$ cat src/rtl/program_loader.sv
// rtl/program_loader.sv - framed boot-image loader feeding the core's local memory
//
// Receives LEN_HI, LEN_LO, N big-endian word pairs and a mod-256 checksum byte,
// writes the words to local memory from address 0 and releases the core only
// when the checksum matches.
//
// Ports:
//   clock            system clock, rising edge
//   reset            asynchronous active-low reset
//   rx_data/rx_valid byte stream from the serial receiver
//   rx_ready         byte accepted on a rising edge where rx_valid is also high
//   restart          reload request, honoured only after a load finished or failed
//   mem_write_enable single-cycle memory write strobe
//   mem_address      word address of the write (held between writes)
//   mem_data         word to write (held between writes)
//   core_hold        processor core held in reset while high
//   load_done        image loaded and verified
//   load_error       length or checksum fault
module program_loader #(
    parameter int address_width = 12
) (
    input  logic                     clock,
    input  logic                     reset,
    input  logic [7:0]               rx_data,
    input  logic                     rx_valid,
    output logic                     rx_ready,
    input  logic                     restart,
    output logic                     mem_write_enable,
    output logic [address_width-1:0] mem_address,
    output logic [15:0]              mem_data,
    output logic                     core_hold,
    output logic                     load_done,
    output logic                     load_error
);

    typedef enum logic [2:0] {
        S_LEN_HI,
        S_LEN_LO,
        S_DATA_HI,
        S_DATA_LO,
        S_WRITE,
        S_CHK,
        S_RUN,
        S_ERROR
    } state_t;

    // Compare width wide enough for both the 16-bit length and the counter.
    localparam int CW = (address_width + 1 > 17) ? address_width + 1 : 17;
    localparam logic [CW-1:0] MAX_LEN = CW'(1) << address_width;

    state_t                 state;
    state_t                 state_next;
    logic [15:0]            len;
    logic [7:0]             hi_byte;
    logic [7:0]             sum;
    logic [address_width:0] word_cnt;

    logic        xfer;
    logic        accepting;
    logic        restart_hit;
    logic        last_word;
    logic [15:0] len_full;

    assign xfer        = rx_valid & rx_ready;
    assign restart_hit = restart && (state == S_RUN || state == S_ERROR);
    assign len_full    = {len[15:8], rx_data};
    assign last_word   = (CW'(word_cnt) + CW'(1)) == CW'(len);

    // State register
    always_ff @(posedge clock or negedge reset) begin
        if (!reset) begin
            state <= S_LEN_HI;
        end else begin
            state <= state_next;
        end
    end

    // Next-state logic
    always_comb begin
        state_next = state;
        case (state)
            S_LEN_HI:  if (xfer) state_next = S_LEN_LO;
            S_LEN_LO: begin
                if (xfer) begin
                    if (CW'(len_full) > MAX_LEN) begin
                        state_next = S_ERROR;
                    end else if (len_full == 16'd0) begin
                        state_next = S_CHK;
                    end else begin
                        state_next = S_DATA_HI;
                    end
                end
            end
            S_DATA_HI: if (xfer) state_next = S_DATA_LO;
            S_DATA_LO: if (xfer) state_next = S_WRITE;
            S_WRITE:   state_next = last_word ? S_CHK : S_DATA_HI;
            S_CHK:     if (xfer) state_next = (rx_data == sum) ? S_RUN : S_ERROR;
            S_RUN:     if (restart_hit) state_next = S_LEN_HI;
            S_ERROR:   if (restart_hit) state_next = S_LEN_HI;
            default:   state_next = S_LEN_HI;
        endcase
    end

    // Outputs decoded from state
    always_comb begin
        accepting        = 1'b0;
        mem_write_enable = 1'b0;
        core_hold        = 1'b1;
        load_done        = 1'b0;
        load_error       = 1'b0;
        case (state)
            S_LEN_HI, S_LEN_LO, S_DATA_HI, S_DATA_LO, S_CHK: accepting = 1'b1;
            S_WRITE: mem_write_enable = 1'b1;
            S_RUN: begin
                core_hold = 1'b0;
                load_done = 1'b1;
            end
            S_ERROR: load_error = 1'b1;
            default: accepting = 1'b0;
        endcase
        // Reset forces the receiver to stall even though the state already reads S_LEN_HI.
        rx_ready = accepting & reset;
    end

    // Datapath: length, checksum, word assembly and write counter
    always_ff @(posedge clock or negedge reset) begin
        if (!reset) begin
            len         <= '0;
            hi_byte     <= '0;
            sum         <= '0;
            word_cnt    <= '0;
            mem_address <= '0;
            mem_data    <= '0;
        end else if (restart_hit) begin
            len         <= '0;
            hi_byte     <= '0;
            sum         <= '0;
            word_cnt    <= '0;
            mem_address <= '0;
            mem_data    <= '0;
        end else begin
            // The checksum byte itself is never folded into the sum.
            if (xfer && state != S_CHK) begin
                sum <= sum + rx_data;
            end
            case (state)
                S_LEN_HI:  if (xfer) len[15:8] <= rx_data;
                S_LEN_LO:  if (xfer) len[7:0]  <= rx_data;
                S_DATA_HI: if (xfer) hi_byte   <= rx_data;
                S_DATA_LO: begin
                    // Address and data are latched here so they are stable for
                    // the strobe cycle and then hold until the next word.
                    if (xfer) begin
                        mem_data    <= {hi_byte, rx_data};
                        mem_address <= word_cnt[address_width-1:0];
                    end
                end
                S_WRITE:   word_cnt <= word_cnt + 1'b1;
                default:   ;
            endcase
        end
    end

endmodule

$ cat config.mk
export PLATFORM = sky130hd
export DESIGN_NAME = program_loader
export DESIGN_NICKNAME = d
export VERILOG_FILES = /design/src/rtl/program_loader.sv
export SDC_FILE = /design/constraint.sdc
export NUM_CORES = 1
export LEC_CHECK = 0
export ABC_AREA = 1
export BUFFER_PORTS_ARGS = -buffer_cell sky130_fd_sc_hd__buf_2
export CAP_MARGIN = 20
export CORE_AREA = 2 2 94 96
export CTS_CLUSTER_SIZE = 30
export DETAILED_ROUTE_END_ITERATION = 8
export DIE_AREA = 0 0 96 98
export GPL_ROUTABILITY_DRIVEN = 0
export PLACE_DENSITY = 0.69
export SYNTH_ARGS = -nofsm -noshare
export SYNTH_HDL_FRONTEND = slang
export SYNTH_SLANG_ARGS = --single-unit
$ cat constraint.sdc
create_clock -name clock -period 2.01 [get_ports clock]
set_clock_uncertainty 0.15 [all_clocks]
set_input_delay 0.1005 -clock clock [delete_from_list [all_inputs] [get_ports clock]]
set_output_delay 0.1005 -clock clock [all_outputs]
set_load 0.02 [all_outputs]
==> results.cfg, run 1 <==
[cells_and_area]
final_nets = 608
nFillCells = 792
insertedDiodeCount = 0
regArea_um2 = 1900
area_growth_pct = 19.0
drive_above_1_share_pct = 20.9
multi_input_area_um2 = 1960

[pwr]
irDropWorstVdd_v = 0.000659
p_leak_nw = 2.42
p_per_area_nw_per_um2 = 1420

[synth]
synth_fp_nets = 548
syn_area_um2 = 4120
synth.area.top_cells = dfrtp_1 46%, nand2_1 11%, nand3_1 9.0%
synth_area_per_cell_um2 = 7.82
ys_warn_count = 0
synth_seq_area_share_pct = 46.2
synth_top_area_cell = dfrtp_1
yosysUniqueCellTypes = 37
syn_inst = 527
synth_seq_cells = 76
synth_top_cell_area_share_pct = 46.2

[setup_path]
worstSetupStartpointType = flip-flop
r2r_cells = 14
crit_type = reg2reg
worstPathRequired_ps = 2120
critPathMaxFanout = 6
worst_ep_arrival_time_ps = 2110
setup.worst_path.end_class = flip-flop

[routing]
avgViaCountPerCell = 5.38
wl_per_cell_um = 14.5
first_pass_iters = 5
drc_errors = 0
drt-total-wl_um = 10200
vias = 3764
ant_nets = 0
drt_iter0_markers = 221

[sta]
rsz0062_at_grt = yes
whs_ps = 12.8
fin_crit_sh_pct = 99.8
hold_violations = 0
worst_slew_pin_slew_ps = 407
final.setup.tns_ps = 0
maxSlewViolCount = 0
max_freq_mhz = 499
post-route-min-period_ps = 2010
setup_viol = 0
relSlewSlack_pct = 72.9

[cts]
max-clock-path-buffers = 2
cts.sinks = 76
clkLatencyLatePin_ps = 360
cts_max_level = 3
path_clk_slew_ps = 90
cts_root_buf = clkbuf_8
cts_tree = built
cts-buffers-inserted = 9

[grt]
antenna_found_initial = 0
track_usage_pct = 22.9
grt_pass1_vias = 3524
grt_max_degree = 77
grt_pass1_wl_um = 16900
grt-ovfl-total = 0

[floorplanning]
start_util_pct = 48.7
chipWidth_um = 96
io_pins = 45
die-area_um2 = 9410
core_area_um2 = 8470
die_h_um = 98
row_count = 34

[outcome]
status = finished, final reports clean

[placement]
dpl.hpwl_um = 7440
io_buffers = 44

[job]
drv_cap = 0

[hold_path]
holdPathStages = 3
min_path_type = in2reg
-- critical path, cell delays in order (launching register included) --
cell and delay (ps):
dfrtp_1 410, ha_4 190, nand2_4 70, nor2_4 190, nand3_2 120, nand3_1 110, nand3_1 80, nor2_1 100
nand2_1 80, nor2_2 140, nand2_1 60, nand2_1 50, nand2_1 40, nand2_1 60, nand2_1 40
-- routing by layer --
metal	vias up	wire length [um]	track usage [%]
li1	1867	-	-
met4	0	200	6.37
met3	23	376	4.24
met5	-	0	0
met1	1789	4820	32.7
met2	85	4790	35.5
-- flip-flops by register name, indices dropped and copies added, names as in the netlist --
| register | flops |
|---|---|
| len | 16 |
| mem_data | 16 |
| word_cnt | 13 |
| state | 3 |
| mem_address | 12 |
| sum | 8 |
| hi_byte | 8 |
-- cells in the final DEF (no fill, tap or decap), types with 9 or more instances in the layout --
cell      instances
a21oi_1          15
buf_2            43
buf_4            16
clkbuf_8          9
dfrtp_1          74
inv_1            57
nand2_1         118
nand2_2          14
nand3_1          72
nor2_1           30
o21ai_0          26
o21ai_1          27
-- through the flow --
step / area (um^2) / utilization [%] / setup slack [ps] / power, mW / std cells
after global routing: 4900 / 57.9 / -147 / 7.50 / 700
after CTS: 4790 / 56.6 / 1.36 / 6.86 / 695
after detailed placement: 4480 / 52.9 / -77.8 / 5.57 / 671
after floorplan: 4120 / - / 79.6 / 4.70 / 527
final: 4900 / 57.9 / 4.95 / 6.96 / 700
after global placement: 4480 / 52.9 / 16.4 / 5.47 / 671
-- layout make-up --
cell class	instances	area share [%]
clock buffer	9	2.53
clock inverter	7	1.71
inverter	61	4.77
multi-input combinational	369	39.9
sequential	76	38.8
tap	108	2.76
timing repair buffer	70	9.52
-- worst paths after layout --
| path | slack (ps) | to | from |
|---|---|---|---|
| worst max-delay path | 5 | state[1] | word_cnt[0] |
| worst min-delay path | 10 | hi_byte[7] | rx_data[7] |
| worst max register to register | 5 | state[1] | word_cnt[0] |
| worst min register to register | 370 | mem_address[9] | mem_address[9] |
| max in group asynchronous | 1210 | word_cnt[2] | reset |
| min in group asynchronous | 160 | mem_address[10] | reset |
-- what timing repair did --
item                       4_1_cts  5_1_grt
setup endpoints to repair       17       68
hold endpoints to repair        83        0
resized for setup                6       25
pin swaps                        2       12
setup buffers                    0        5
hold buffers                     8        0
-- kinds of logic (layout without fill, tap and decap cells) --
kind of cell / count (synthesis) / after routing / synth area share, %
and+or+nand+nor: 267 / 267 / 29.2
AOI/OAI and AO/OA: 89 / 89 / 12.2
buffers and inverters: 82 / 147 / 8.65
DFF: 76 / 76 / 46.2
adders and majority gates: 9 / 9 / 2.92
xor gates and xnor gates: 4 / 4 / 0.850
-- Yosys cell counts, drive strengths merged --
| cell | instances |
|---|---|
| dfrtp | 76 |
| a32o | 1 |
| nand4 | 6 |
| o211ai | 1 |
| a211oi | 1 |
| fa | 1 |
| o31ai | 7 |
| nor3 | 5 |
| o22ai | 7 |
| clkbuf | 2 |
| a21oi | 17 |
| or2 | 2 |
| nor2 | 41 |
| xor2 | 2 |
| o21bai | 1 |
| ha | 8 |
| o21ai | 54 |
| nor4 | 3 |
| buf | 19 |
| inv | 61 |
| xnor2 | 2 |
| nand3 | 75 |
| and2 | 1 |
| nand2 | 134 |
-- power by group --
group          internal, mW  leakage, nW  total [mW]  switching [mW]
registers              2.15         1.00        2.57           0.420
clock network         0.595        0.102        1.26           0.661
logic                  1.14         1.32        3.14            2.00
total                  3.88         2.42        6.96            3.08
Power figures use the tool's default switching activity.
==> run 2, diff against run 1 <==
- GPL_TIMING_DRIVEN: not set -> 0
- RECOVER_POWER: not set -> 25
- REMOVE_ABC_BUFFERS: not set -> 1
==> run 2 against run 1 <==
- the flow now finishes with violations (hold timing, setup timing)
- combinational power rose by 5%
- core utilization rose by 1.3 points
- sequential power barely moved
- non-clock buffer count fell by 1
- via count fell by 0.77%
- wire length rose by 1.7%
- fmax fell by 0.85%
- sequential share of layout area fell by 0.77 points
- hold slack got worse by 580 ps
- largest power group unchanged
==> results.cfg, run 2 (synthesized netlist as in run 1, its figures left out) <==
[cells_and_area]
final_nets = 607
area_growth_pct = 21.6
regArea_um2 = 1910
nFillCells = 765
fin_util_pct = 59.2
final_cell_mix = 119 x nand2_1, 73 x nand3_1, 72 x dfrtp_1
fin_area_um2 = 5010
final_common_cell = nand2_1
final_cells = 699
insertedDiodeCount = 0
multi_input_area_um2 = 2000
largestRegisters = len x16, mem_data x16, word_cnt x13
drive_above_1_share_pct = 22.2

[grt]
grt_max_degree = 65
grt_pass1_wl_um = 17100
grt-ovfl-total = 0
track_usage_pct = 23.3
antenna_found_initial = 0
grt_pass1_vias = 3581

[floorplanning]
chipWidth_um = 96
die-area_um2 = 9410
io_pins = 45
start_util_pct = 48.7
die_h_um = 98
core_area_um2 = 8470
row_count = 34

[hold_path]
min_path_type = in2async

[routing]
drc_errors = 0
avgViaCountPerCell = 5.34
first_pass_iters = 4
wl_per_cell_um = 14.8
drt-total-wl_um = 10400
drt_iter0_markers = 242
vias = 3735
ant_nets = 0

[cts]
cts_root_buf = clkbuf_8
cts-buffers-inserted = 9
cts_hold_buffers = 8
cts.sinks = 76
cts_tree = built
max-clock-path-buffers = 2
path_clk_slew_ps = 90
cts_max_level = 3
clkLatencyLatePin_ps = 360

[outcome]
violations = hold timing, setup timing
status = complete, but fails checks

[sta]
whs_ps = -564
final.setup.tns_ps = -20.3
post-route-min-period_ps = 2020
hold_violations = 76
fin_ws_ps = -12.2
fin_crit_sh_pct = 101
setup_viol = 2
max_freq_mhz = 494
relSlewSlack_pct = 70.8
rsz0062_at_grt = yes
maxSlewViolCount = 0
worst_slew_pin_slew_ps = 435

[job]
drv_cap = 0

[pwr]
combPwrFrac_pct = 45.4
pwr-share-clk_pct = 18.9
power.total_mw = 7.25
p_sw_share_pct = 43.5
net-switching-power_mw = 3.15
irDropWorstVdd_v = 0.000633
p_seq_share_pct = 35.6
internal-power_mw = 4.10
p_leak_nw = 2.45
p_per_area_nw_per_um2 = 1450

[setup_path]
worstSetupStartpointType = flip-flop
setup.worst_path.end_class = flip-flop
reg2reg_setup_slack_ps = -10
crit_type = reg2reg
worst_ep_arrival_time_ps = 2170
worstPathRequired_ps = 2160
critPathMaxFanout = 5

[placement]
post-place-ws_ps = -594
place_area_um2 = 4410
dpl.cell_count = 661
io_buffers = 44
dpl.hpwl_um = 6830
run 2: cell types whose count changed in the layout (fill, tap and decap cells not counted), sizes merged:
cell	before	now
inv	64	63
clkinvlp	1	0
bufinv	1	2
clkinv	2	3
buf	62	61
run 2: per-layer routing:
| metal | share of wire [%] | vias to the layer above | global-route usage [%] |
|---|---|---|---|
| met5 | 0 | - | 0 |
| met4 | 2.5 | 0 | 10.7 |
| met3 | 3.9 | 22 | 4.24 |
| met2 | 48 | 73 | 35.4 |
| met1 | 45 | 1776 | 32.2 |
| li1 | - | 1864 | - |
run 2: power groups by stage:
stage | Combinational, mW | Sequential (mW) | Clock, mW
after floorplan | 1.82 | 2.77 | 0
after global placement | 2.76 | 2.58 | 0
after detailed placement | 2.86 | 2.60 | 0
after CTS | 3.04 | 2.56 | 1.39
after global routing | 3.68 | 2.65 | 1.45
final | 3.29 | 2.58 | 1.37
run 2: what timing repair did:
| action | in CTS | in global routing |
|---|---|---|
| endpoints found under the hold margin | 85 | 76 |
| buffers inserted | 8 | 6 |
| pin swaps | 4 | 9 |
| resized for setup | 14 | 33 |
| setup endpoints to repair | 77 | 66 |
run 2: final cells by class:
class	count	area share, %
inverters	61	4.82
clock buffers	9	2.47
clock inverters	7	2.12
well taps	108	2.70
repair buffers	69	9.82
flip-flops and latches	76	38.1
multi-input cells	369	40.0
run 2: worst paths after layout:
| kind | startpoint | end | cells after the start |
|---|---|---|---|
| max | word_cnt[1] | state[2] | 13 |
| max reg2reg | word_cnt[1] | state[2] | 13 |
| max in group asynchronous | reset | word_cnt[0] | 2 |
| min in group clock | restart | state[2] | 6 |
| min | reset | mem_address[3] | 1 |
| min reg2reg | mem_address[7] | mem_address[7] | 2 |
run 2: critical path, cell delays in order (launching register included):
cell and delay (ps):
dfrtp_1 400, ha_4 190, nand3_4 140, o21ai_4 160, inv_1 60, nor2_2 120
nor2_1 50, nor2_1 130, nand2_2 90, nor2_4 130, nand3_1 130, nand2_1 100
nand2_1 50, nand2_1 50
==> run 3, diff against run 2 <==
- CORE_AREA: 2 2 94 96 -> 2 2 80 113
- DIE_AREA: 0 0 96 98 -> 0 0 82 115
- PLACE_DENSITY: 0.69 -> 0.68
==> run 3 against run 2 <==
- the run ends with setup timing left
- die area is 0.23% higher
- flip-flop and latch count stayed put
- via count is 1.0% lower
- design area is 1.3% higher
- register-to-register slack hardly changed
- core utilization is 1.2 points higher
- critical path type unchanged
- first-iteration DRC count is 15% lower
- critical path depth is 3 higher
- largest power group unchanged
- non-clock buffer count is 1 lower
==> results.cfg, run 3 (synthesized netlist as in run 1, its figures left out) <==
[cts]
cts-buffers-inserted = 9
path_clk_slew_ps = 60
max-clock-path-buffers = 2
cts_tree = built
cts.sinks = 76
clkLatencyLatePin_ps = 340
cts_root_buf = clkbuf_16
cts_max_level = 3

[sta]
whs_ps = 44.6
hold_violations = 0
rsz0062_at_grt = yes
max_freq_mhz = 497
relSlewSlack_pct = 44.5
post-route-min-period_ps = 2010
fin_ws_ps = -0.167
setup_viol = 1
worst_slew_pin_slew_ps = 833
maxSlewViolCount = 0
fin_crit_sh_pct = 100

[cells_and_area]
drive_above_1_share_pct = 21.9
final_cell_mix = 117 x nand2_1, 71 x nand3_1, 70 x dfrtp_1
insertedDiodeCount = 0
final_common_cell = nand2_1
area_growth_pct = 23.1
final_cells = 694
largestRegisters = len x16, mem_data x16, word_cnt x13
fin_util_pct = 60.3
nFillCells = 786
final_nets = 606

[routing]
ant_nets = 0
drc_errors = 0
avgViaCountPerCell = 5.33
vias = 3696
drt_iter0_markers = 205
drt-total-wl_um = 10100
first_pass_iters = 5
wl_per_cell_um = 14.5

[outcome]
violations = setup timing
status = complete, but fails checks

[setup_path]
worstSetupStartpointType = flip-flop
worst_ep_arrival_time_ps = 2090
crit_type = reg2reg
critPathMaxFanout = 3
setup.worst_path.end_class = flip-flop
worstPathRequired_ps = 2090

[floorplanning]
die_h_um = 115
start_util_pct = 49.0
core_area_um2 = 8410
chipWidth_um = 82
io_pins = 45
row_count = 40
die-area_um2 = 9430

[pwr]
p_leak_nw = 2.48
p_per_area_nw_per_um2 = 1500
irDropWorstVdd_v = 0.000774
power.total_mw = 7.61

[placement]
post-place-ws_ps = -545
dpl.cell_count = 658
io_buffers = 44
dpl.hpwl_um = 6980

[grt]
grt_pass1_wl_um = 16600
grt_max_degree = 58
antenna_found_initial = 0
grt_pass1_vias = 3573
grt-ovfl-total = 0
track_usage_pct = 23.1

[job]
drv_cap = 0

[hold_path]
min_path_type = in2reg
run 3: cell types whose count changed in the layout (fill, tap and decap cells not counted), moves of 3 or more:
| cell | previous run | this run |
|---|---|---|
| clkbuf_16 | 0 | 9 |
| nor2_1 | 28 | 31 |
| buf_4 | 13 | 10 |
| clkbuf_8 | 9 | 1 |
| clkinv_4 | 3 | 0 |
run 3: path summary, 6_finish.rpt:
check,slack [ps],startpoint,endpoint,depth (start not counted)
worst max-delay path,-0.2,word_cnt[1],state[1],16
worst min-delay path,40,rx_valid,sum[6],5
worst max register to register,-0.2,word_cnt[1],state[1],16
worst min register to register,350,mem_address[5],mem_address[5],2
max in group asynchronous,240,reset,word_cnt[2],4
min in group asynchronous,380,reset,state[2],3
run 3: routing by layer:
metal | routed length [um] | part of all wire (%) | track usage, %
met2 | 5240 | 52 | 39.2
met5 | 0 | 0 | 0
met4 | 368 | 3.6 | 10.1
met1 | 4130 | 41 | 27.9
met3 | 351 | 3.5 | 4.79
run 3: per-stage QoR:
step	setup TNS [ps]	area [um^2]
floorplan	-18830	4000
finish	-0.167	5070
global placement	-91140	4350
CTS	0	4960
detailed placement	-17420	4410
global route	-635	5070
run 3: critical path, cell delays in order, from the launching register on:
cell and delay, ps:
dfrtp_1 390, buf_4 140, nand2_1 100, nor2_4 160
nand2_2 70, nand2_2 60, nand2_1 70, nand2_1 60
nand2_1 40, nor2_1 160, nand2_2 110, nor2_2 110
nand2_1 60, nand2_1 50, nand2_1 60, nand2_1 60
nand2_1 50
run 3: area by class of cell:
class / count / area (um^2) / share of cell area (%)
clock buffers: 11 / 243 / 4.78
clock inverters: 4 / 97.6 / 1.92
inverters: 61 / 239 / 4.71
multi-input cells: 369 / 2000 / 39.4
flip-flops and latches: 76 / 1910 / 37.6
well taps: 105 / 131 / 2.59
repair buffers: 68 / 457 / 9.00
run 3: repair_timing:
action,in CTS,in global routing
setup buffers,3,8
endpoints found under the hold margin,85,0
hold buffers,10,0
gates resized for setup,20,25
setup endpoints to repair,77,46
pin swaps,5,20
run 3: report_power, final:
part | switching [mW] | internal, mW
logic | 2.04 | 1.15
registers | 0.411 | 2.16
clock network | 0.620 | 1.24
